<file path="config.mk">
export PLATFORM = sky130hd
export DESIGN_NAME = rr_arb_mux_2_1_flat
export DESIGN_NICKNAME = d
export VERILOG_FILES = /design/src/rtl/rr_arb_pkg.sv /design/src/rtl/rr_arb_mux_2_1_if.sv /design/src/rtl/rr_arb_mux_2_1_sat_counter.sv /design/src/rtl/rr_arb_mux_2_1.sv /design/src/flat_wrapper.sv
export SDC_FILE = /design/constraint.sdc
export NUM_CORES = 1
export LEC_CHECK = 0
export CELL_PAD_IN_SITES_DETAIL_PLACEMENT = 0
export CELL_PAD_IN_SITES_GLOBAL_PLACEMENT = 2
export CORE_ASPECT_RATIO = 1.5
export CORE_MARGIN = 4
export CORE_UTILIZATION = 21
export DETAILED_ROUTE_END_ITERATION = 8
export PLACE_DENSITY = 0.78
export SYNTH_ARGS = -nofsm -noshare
export SYNTH_HDL_FRONTEND = slang
export SYNTH_HIERARCHICAL = 1
export SYNTH_SLANG_ARGS = --single-unit
</file>
<file path="constraint.sdc">
create_clock -name clk -period 2 [get_ports clk]
set_input_delay 0.4 -clock clk [delete_from_list [all_inputs] [get_ports clk]]
set_output_delay 0.4 -clock clk [all_outputs]
set_load 0.01 [all_outputs]
</file>
<file path="src/rtl/rr_arb_pkg.sv">
// Shared constants and types for the two-input round-robin arbiter / mux front end.
// Optional grant counters are enabled with ARB_GRANT_CNT_EN.
package rr_arb_pkg;

    localparam logic SEL_IN0    = 1'b0;
    localparam logic SEL_IN1    = 1'b1;

    localparam int   DEF_DATA_W = 8;
    localparam int   DEF_CNT_W  = 16;

    typedef struct packed {
        logic                  valid;
        logic [DEF_DATA_W-1:0] data;
    } chan_t;

endpackage

</file>
<file path="src/rtl/rr_arb_mux_2_1_if.sv">
// Valid/ready bundle between two producers, the arbiter and the downstream consumer.
// The master modport is the environment side; the slave modport is the arbiter.
interface rr_arb_mux_2_1_if #(
    parameter int DATA_W = rr_arb_pkg::DEF_DATA_W
);
    logic              in0_valid;
    logic [DATA_W-1:0] in0_data;
    logic              in0_ready;
    logic              in1_valid;
    logic [DATA_W-1:0] in1_data;
    logic              in1_ready;
    logic              out_valid;
    logic [DATA_W-1:0] out_data;
    logic              out_sel;
    logic              out_ready;

    modport master (
        output in0_valid, in0_data, in1_valid, in1_data, out_ready,
        input  in0_ready, in1_ready, out_valid, out_data, out_sel
    );

    modport slave (
        input  in0_valid, in0_data, in1_valid, in1_data, out_ready,
        output in0_ready, in1_ready, out_valid, out_data, out_sel
    );
endinterface

</file>
<file path="src/rtl/rr_arb_mux_2_1_sat_counter.sv">
// Saturating up-counter: async reset, synchronous clear, stops at all-ones.
module sat_counter #(
    parameter int CNT_W = rr_arb_pkg::DEF_CNT_W
) (
    input  logic             clk,
    input  logic             rst,
    input  logic             clr_i,
    input  logic             inc_i,
    output logic [CNT_W-1:0] cnt_o
);
    logic [CNT_W-1:0] cnt_q;
    logic [CNT_W-1:0] cnt_d;

    // Next count: clear wins, otherwise increment until all-ones.
    always_comb begin
        cnt_d = cnt_q;
        if (clr_i) begin
            cnt_d = {CNT_W{1'b0}};
        end else if (inc_i && (cnt_q != {CNT_W{1'b1}})) begin
            cnt_d = cnt_q + {{(CNT_W-1){1'b0}}, 1'b1};
        end else begin
            cnt_d = cnt_q;
        end
    end

    // Count register.
    always_ff @(posedge clk or posedge rst) begin
        if (rst) begin
            cnt_q <= {CNT_W{1'b0}};
        end else begin
            cnt_q <= cnt_d;
        end
    end

    assign cnt_o = cnt_q;
endmodule

</file>
<file path="src/rtl/rr_arb_mux_2_1.sv">
// Two-input round-robin arbiter with a registered, handshaken output word and mux select.
// Define ARB_GRANT_CNT_EN to add saturating per-channel grant counters.
module rr_arb_mux_2_1
    import rr_arb_pkg::*;
#(
    parameter int DATA_W = DEF_DATA_W,
    parameter int CNT_W  = DEF_CNT_W
) (
    input  logic             clk,
    input  logic             rst,
    rr_arb_mux_2_1_if.slave  bus
`ifdef ARB_GRANT_CNT_EN
    ,
    output logic [CNT_W-1:0] grant_cnt0,
    output logic [CNT_W-1:0] grant_cnt1
`endif
);
    logic              out_valid_q, out_valid_d;
    logic [DATA_W-1:0] out_data_q,  out_data_d;
    logic              out_sel_q,   out_sel_d;
    logic              last_grant_q, last_grant_d;

    logic              load_en_s;
    logic              grant_vld_s;
    logic              grant_s;
    logic              rdy0_s;
    logic              rdy1_s;

    // Readys are suppressed while reset is held so nothing is accepted then.
    assign load_en_s = !rst && (!out_valid_q || bus.out_ready);

    // Arbitration: single requester wins outright, a tie goes against the last winner.
    always_comb begin
        grant_vld_s = 1'b0;
        grant_s     = SEL_IN0;
        if (load_en_s) begin
            case ({bus.in1_valid, bus.in0_valid})
                2'b01: begin
                    grant_vld_s = 1'b1;
                    grant_s     = SEL_IN0;
                end
                2'b10: begin
                    grant_vld_s = 1'b1;
                    grant_s     = SEL_IN1;
                end
                2'b11: begin
                    grant_vld_s = 1'b1;
                    grant_s     = ~last_grant_q;
                end
                default: begin
                    grant_vld_s = 1'b0;
                    grant_s     = SEL_IN0;
                end
            endcase
        end else begin
            grant_vld_s = 1'b0;
            grant_s     = SEL_IN0;
        end
    end

    assign rdy0_s = grant_vld_s && (grant_s == SEL_IN0);
    assign rdy1_s = grant_vld_s && (grant_s == SEL_IN1);

    // Output stage next state: load on grant, drain when accepted with nothing new.
    always_comb begin
        out_valid_d  = out_valid_q;
        out_data_d   = out_data_q;
        out_sel_d    = out_sel_q;
        last_grant_d = last_grant_q;
        if (grant_vld_s) begin
            out_valid_d  = 1'b1;
            out_data_d   = (grant_s == SEL_IN1) ? bus.in1_data : bus.in0_data;
            out_sel_d    = grant_s;
            last_grant_d = grant_s;
        end else if (bus.out_ready) begin
            out_valid_d  = 1'b0;
        end else begin
            out_valid_d  = out_valid_q;
        end
    end

    // Output and round-robin registers; last_grant resets to 1 so the first tie goes to 0.
    always_ff @(posedge clk or posedge rst) begin
        if (rst) begin
            out_valid_q  <= 1'b0;
            out_data_q   <= {DATA_W{1'b0}};
            out_sel_q    <= SEL_IN0;
            last_grant_q <= SEL_IN1;
        end else begin
            out_valid_q  <= out_valid_d;
            out_data_q   <= out_data_d;
            out_sel_q    <= out_sel_d;
            last_grant_q <= last_grant_d;
        end
    end

    assign bus.in0_ready = rdy0_s;
    assign bus.in1_ready = rdy1_s;
    assign bus.out_valid = out_valid_q;
    assign bus.out_data  = out_data_q;
    assign bus.out_sel   = out_sel_q;

`ifdef ARB_GRANT_CNT_EN
    sat_counter #(.CNT_W(CNT_W)) u_cnt0 (
        .clk   (clk),
        .rst   (rst),
        .clr_i (1'b0),
        .inc_i (rdy0_s),
        .cnt_o (grant_cnt0)
    );

    sat_counter #(.CNT_W(CNT_W)) u_cnt1 (
        .clk   (clk),
        .rst   (rst),
        .clr_i (1'b0),
        .inc_i (rdy1_s),
        .cnt_o (grant_cnt1)
    );
`endif
endmodule
</file>
<file path="src/flat_wrapper.sv">
// flat-port wrapper written by rule: the top's interface ports become plain ports
module rr_arb_mux_2_1_flat import rr_arb_pkg::*;
#(
    parameter int DATA_W = DEF_DATA_W,
    parameter int CNT_W  = DEF_CNT_W
)
  (clk, rst, bus_in0_valid, bus_in0_data, bus_in1_valid, bus_in1_data, bus_out_ready, bus_in0_ready, bus_in1_ready, bus_out_valid, bus_out_data, bus_out_sel);
  rr_arb_mux_2_1_if #(.DATA_W(DATA_W)) bus_i ();
  input  logic clk;
  input  logic rst;
  input wire logic [$bits(bus_i.in0_valid)-1:0] bus_in0_valid;
  input wire logic [$bits(bus_i.in0_data)-1:0] bus_in0_data;
  input wire logic [$bits(bus_i.in1_valid)-1:0] bus_in1_valid;
  input wire logic [$bits(bus_i.in1_data)-1:0] bus_in1_data;
  input wire logic [$bits(bus_i.out_ready)-1:0] bus_out_ready;
  output wire logic [$bits(bus_i.in0_ready)-1:0] bus_in0_ready;
  output wire logic [$bits(bus_i.in1_ready)-1:0] bus_in1_ready;
  output wire logic [$bits(bus_i.out_valid)-1:0] bus_out_valid;
  output wire logic [$bits(bus_i.out_data)-1:0] bus_out_data;
  output wire logic [$bits(bus_i.out_sel)-1:0] bus_out_sel;
  assign bus_i.in0_valid = bus_in0_valid;
  assign bus_i.in0_data = bus_in0_data;
  assign bus_i.in1_valid = bus_in1_valid;
  assign bus_i.in1_data = bus_in1_data;
  assign bus_i.out_ready = bus_out_ready;
  assign bus_in0_ready = bus_i.in0_ready;
  assign bus_in1_ready = bus_i.in1_ready;
  assign bus_out_valid = bus_i.out_valid;
  assign bus_out_data = bus_i.out_data;
  assign bus_out_sel = bus_i.out_sel;
  rr_arb_mux_2_1 #(.DATA_W(DATA_W), .CNT_W(CNT_W)) u_core (.clk(clk), .rst(rst), .bus(bus_i));
endmodule
</file>
After elaboration in Yosys (flattened, before gate mapping). Index checks and enable logic that the tools add are counted.

Bits in registers: 11. Input port bits: 21. Output and inout bits: 12. Logic and storage cells: 24.

Equal/unequal tests: 3. Muxes and demuxes: 7. Bitwise gates (word level): 2. Reduce and logical (&&, ||, !) cells: 8.

Operators with widths (number): 8-bit two-way mux (1); 1-bit two-way mux (5); 2-bit == test (second input constant) (2); 1-bit logical AND (3); 3-bit OR reduction (1); 2-bit by 1-bit == test with 1-bit output (second input constant) (1); 1-bit logical NOT (2); 1-bit inverter (2); 1-bit case mux with 2 select lines (1); 2-bit nonzero test (1); 1-bit logical OR (1).

Logic depth before layout (Yosys ltp).
Depth in word-level cells: 6. Mapped depth: 5.

Worst setup path before layout. Ideal clock, no wire load.

Path type: reg-to-output. Start: register u_core.last_grant_q. End: output bus_in0_ready. Data arrival time: 1.189 ns. Slack: 0.411 ns. Cell stages (with the launch flop): 4. Buffers on the path: 0. Path through: dfstp_2 > nor2b_1 > or4b_4 > clkinv_4.

Word-level cells in the longest chain between the ends: 5.

RTL lines: start, declared (RTL line rr_arb_mux_2_1.sv:21) `logic last_grant_q, last_grant_d;`; start signal, assigned (RTL line rr_arb_mux_2_1.sv:93) `last_grant_q <= last_grant_d;`; 1-bit inverter (RTL line rr_arb_mux_2_1.sv:48) `grant_s = ~last_grant_q;`; 1-bit case mux with 2 select lines (RTL line rr_arb_mux_2_1.sv:37) `case ({bus.in1_valid, bus.in0_valid})`; 1-bit two-way mux (RTL line rr_arb_mux_2_1.sv:36) `if (load_en_s) begin`; 1-bit inverter (RTL line rr_arb_mux_2_1.sv:61) `assign rdy0_s = grant_vld_s && (grant_s == SEL_IN0);`; 1-bit logical AND (RTL line rr_arb_mux_2_1.sv:61); end, declared (RTL line flat_wrapper.sv:16) `output wire logic [$bits(bus_i.in0_ready)-1:0] bus_in0_ready;`.

No other way between the ends.

Final worst setup path.
Start: input rst. End: output bus_in0_ready.

Word-level cells in the longest chain between the ends: 5.

RTL lines: start, declared (RTL line flat_wrapper.sv:10) `input logic rst;`; 1-bit logical NOT (no source line) (*); 1-bit logical AND (*) (RTL line rr_arb_mux_2_1.sv:30) `assign load_en_s = !rst && (!out_valid_q || bus.out_ready);`; 1-bit two-way mux (RTL line rr_arb_mux_2_1.sv:36); 1-bit inverter (RTL line rr_arb_mux_2_1.sv:61); 1-bit logical AND (*) (RTL line rr_arb_mux_2_1.sv:61).

Mark *: on every way between the ends. The rest lies on a longest branch, timed or not.

==> results.md <==
* Worst R2R End: u_core/bus.out_data[2]
* Design area at 997 um2
* Relative slew margins at 62.0%
* Final Net Count at 105
* CTS buffer count at 3
* Placeable Area at 0.00250 mm2
* TritonCTS Sinks at 11
* FF-to-FF Start: u_core/last_grant_q
* DRC Markers at 0
* Area share of the largest cell type after synthesis at 44.4%
* ANT nets after route at 0
* First-pass GRT wire length at 2620 um
* Max-cap violations at 0
* Post-CTS Setup Bufs at 0
* Pwr Density at 742 mW/mm2
* Worst Hold Class: flip-flop to flip-flop
* Yosys warns at 6
* Syn nets at 62
* Vias at 516
* Worst VDD drop at 0.299 mV
* Hold path startpoint: u_core/bus.out_sel
* Hold Path Cell Cnt at 1
* Die Ht at 71.4 um
* Vias in the first global route at 548
* Die extent in x at 50.3 um
* Initial antenna violation count at 0
* Mapped Cells at 41
* Detail Placement HPWL at 1220 um
* I/O Pins at 33
* Final wirelength at 1580 um
* GRT Overall Usage at 9.75%
* Share of layout cells above drive strength 1 at 32.5%
* Critical Path AT at 1.55 ns
* CTS tree: done
* RSZ-0062 raised after global routing: false
* GPL Wtd Cong at 0.678
* Status: complete, no violations
* Pins Over Slew Limit at 0
* Worst hold slack at 0.492 ns
* Initial core utilization at 22.5%
* R2R cell count at 5
* Setup CP Type: input port to primary output
* Drt initial violations at 4
* Mean Syn Cell Area at 13.7 um2
* Root Driver: clkbuf_4
* TritonRoute pass-1 iters at 4
* Clock-pin transition on the worst setup and hold timing paths at 0.07 ns
* Worst Tran Pin Value at 0.568 ns
* Hold Fails Final Rpt at 0
* Gr ovfl total at 0
* Largest net degree at the start of global routing at 12
* Wirelength per Cell at 13.3 um
* H-Tree Depth at 1
* Worst Hold Path EP: u_core/bus.out_sel
* Flop-to-flop setup slack at 0.47 ns
* N_diodes at 0
* Worst setup SP type: input port
* PortBufs at 32
* Worst-Skew Late Latency at 0.26 ns
* Worst setup EP type: primary output
* Yosys reg bits at 11
* Filler cell count at 259
* Vias per cell at 4.34
* Register area share after synthesis at 49.1%
* Min cycle time layout at 1.95 ns
* Cell taking the most area after synthesis: dfrtp_1
* Synth cell types at 16
* Placed Area at 973 um2
* FMAX at 0.514 GHz
* Layout Utilization at 39.8%
* Static leakage power at 0.418 nW
* Crit-path max FO at 2
* Clock Tree Buf Depth at 2
* Final worst clock skew at 0.00211 ns
* Final setup viols at 0
* Layout area overhead at 77.1%
* Cell area after synthesis at 563 um2
* Row count at 22
* Tcrit/Tclk final at 97.3%
* Die footprint at 0.00359 mm2
* Synth area leaders: dfrtp_1, a221o_2, o31a_1
* Worst EP required at 1.60 ns
-- worst max path at each step --
stage / start / to / cells after the start
floorplan: u_core/last_grant_q / bus_in0_ready / 3
global placement: bus_out_ready / bus_in0_ready / 5
detailed placement: bus_out_ready / bus_in0_ready / 5
CTS: bus_in1_valid / bus_in0_ready / 5
global route: rst / bus_in0_ready / 4
finish: rst / bus_in0_ready / 4
-- metrics by stage --
stage                     setup TNS (ns)  setup slack, ns  total power [mW]  std cells
after global placement            -0.903           -0.469             0.598        115
final                                  0           0.0533             0.740        119
after global routing                   0           0.0243             0.784        119
after floorplan                        0            0.411             0.432         41
after detailed placement          -0.917           -0.479             0.604        115
after CTS                        -0.0111          -0.0111             0.759        119
-- kinds of logic after synthesis --
family | after synthesis | share of synthesized area, %
AO/OA/AOI/OAI | 20 | 37.3
flip-flops | 11 | 49.1
buffers and inverters | 6 | 6.89
AND/OR/NAND/NOR | 4 | 6.67
-- per-layer routing --
| layer | up-vias | routed length, um | global-route usage [%] |
|---|---|---|---|
| li1 | 254 | - | - |
| met1 | 237 | 606 | 10.8 |
| met2 | 23 | 785 | 16.1 |
| met3 | 2 | 171 | 3.12 |
| met4 | 0 | 13 | 5.54 |
| met5 | - | 0 | 0 |
-- cells in the mapped netlist --
cell type  number
a2111oi_4       1
a221o_2         8
buf_4           1
buf_6           1
clkbuf_1        1
clkinv_4        1
dfrtp_1        10
dfstp_2         1
inv_1           2
nor2_1          1
nor2b_1         1
nor2b_4         1
o21a_1          2
o21bai_1        1
o31a_1          8
or4b_4          1
-- report_power, final --
part           internal (mW)  leakage, nW  switching [mW]  total [mW]
logic                  0.191        0.271           0.104       0.294
clock network         0.0770       0.0150          0.0708       0.148
registers              0.273        0.133          0.0245       0.297
-- cell usage in the layout (no fill, tap or decap) --
cell             count
o21bai_1             1
dlygate4sd2_1        1
buf_2                1
dfrtp_1             10
clkdlybuf4s50_1     28
nor2b_4              1
clkbuf_1             1
clkbuf_4             3
buf_6                1
o31a_1               8
buf_4                9
a2111oi_4            1
a221o_2              8
inv_1                2
dfstp_2              1
or4b_4               1
dlymetal6s2s_1       1
nor2b_1              1
o21a_1               2
nor2_1               1
clkinv_4             1
-- cell type report --
class	instances	area, um2	share of cell area (%)
repair buffers	41	385	38.6
flip-flops and latches	11	277	27.7
multi-input cells	24	248	24.8
well taps	36	45.0	4.52
clock buffers	4	26.3	2.63
inverters	3	16.3	1.63
-- registers in the layout, indices dropped and copies added, names as in the netlist --
register,cells
u_core/bus.out_valid,1
u_core/bus.out_sel,1
u_core/bus.out_data,8
u_core/last_grant_q,1
-- timing repair --
action | 4_1_cts | 5_1_grt
pin swaps | 0 | 1
resized for setup | 10 | 1
endpoints found under the setup margin | 2 | 1
hold buffers | 0 | 0
-- critical path: stages --
cell and delay, ns:
clkdlybuf4s50_1 0.42, or4b_4 0.57, clkinv_4 0.06, buf_6 0.09
Power figures use the tool's default switching activity.
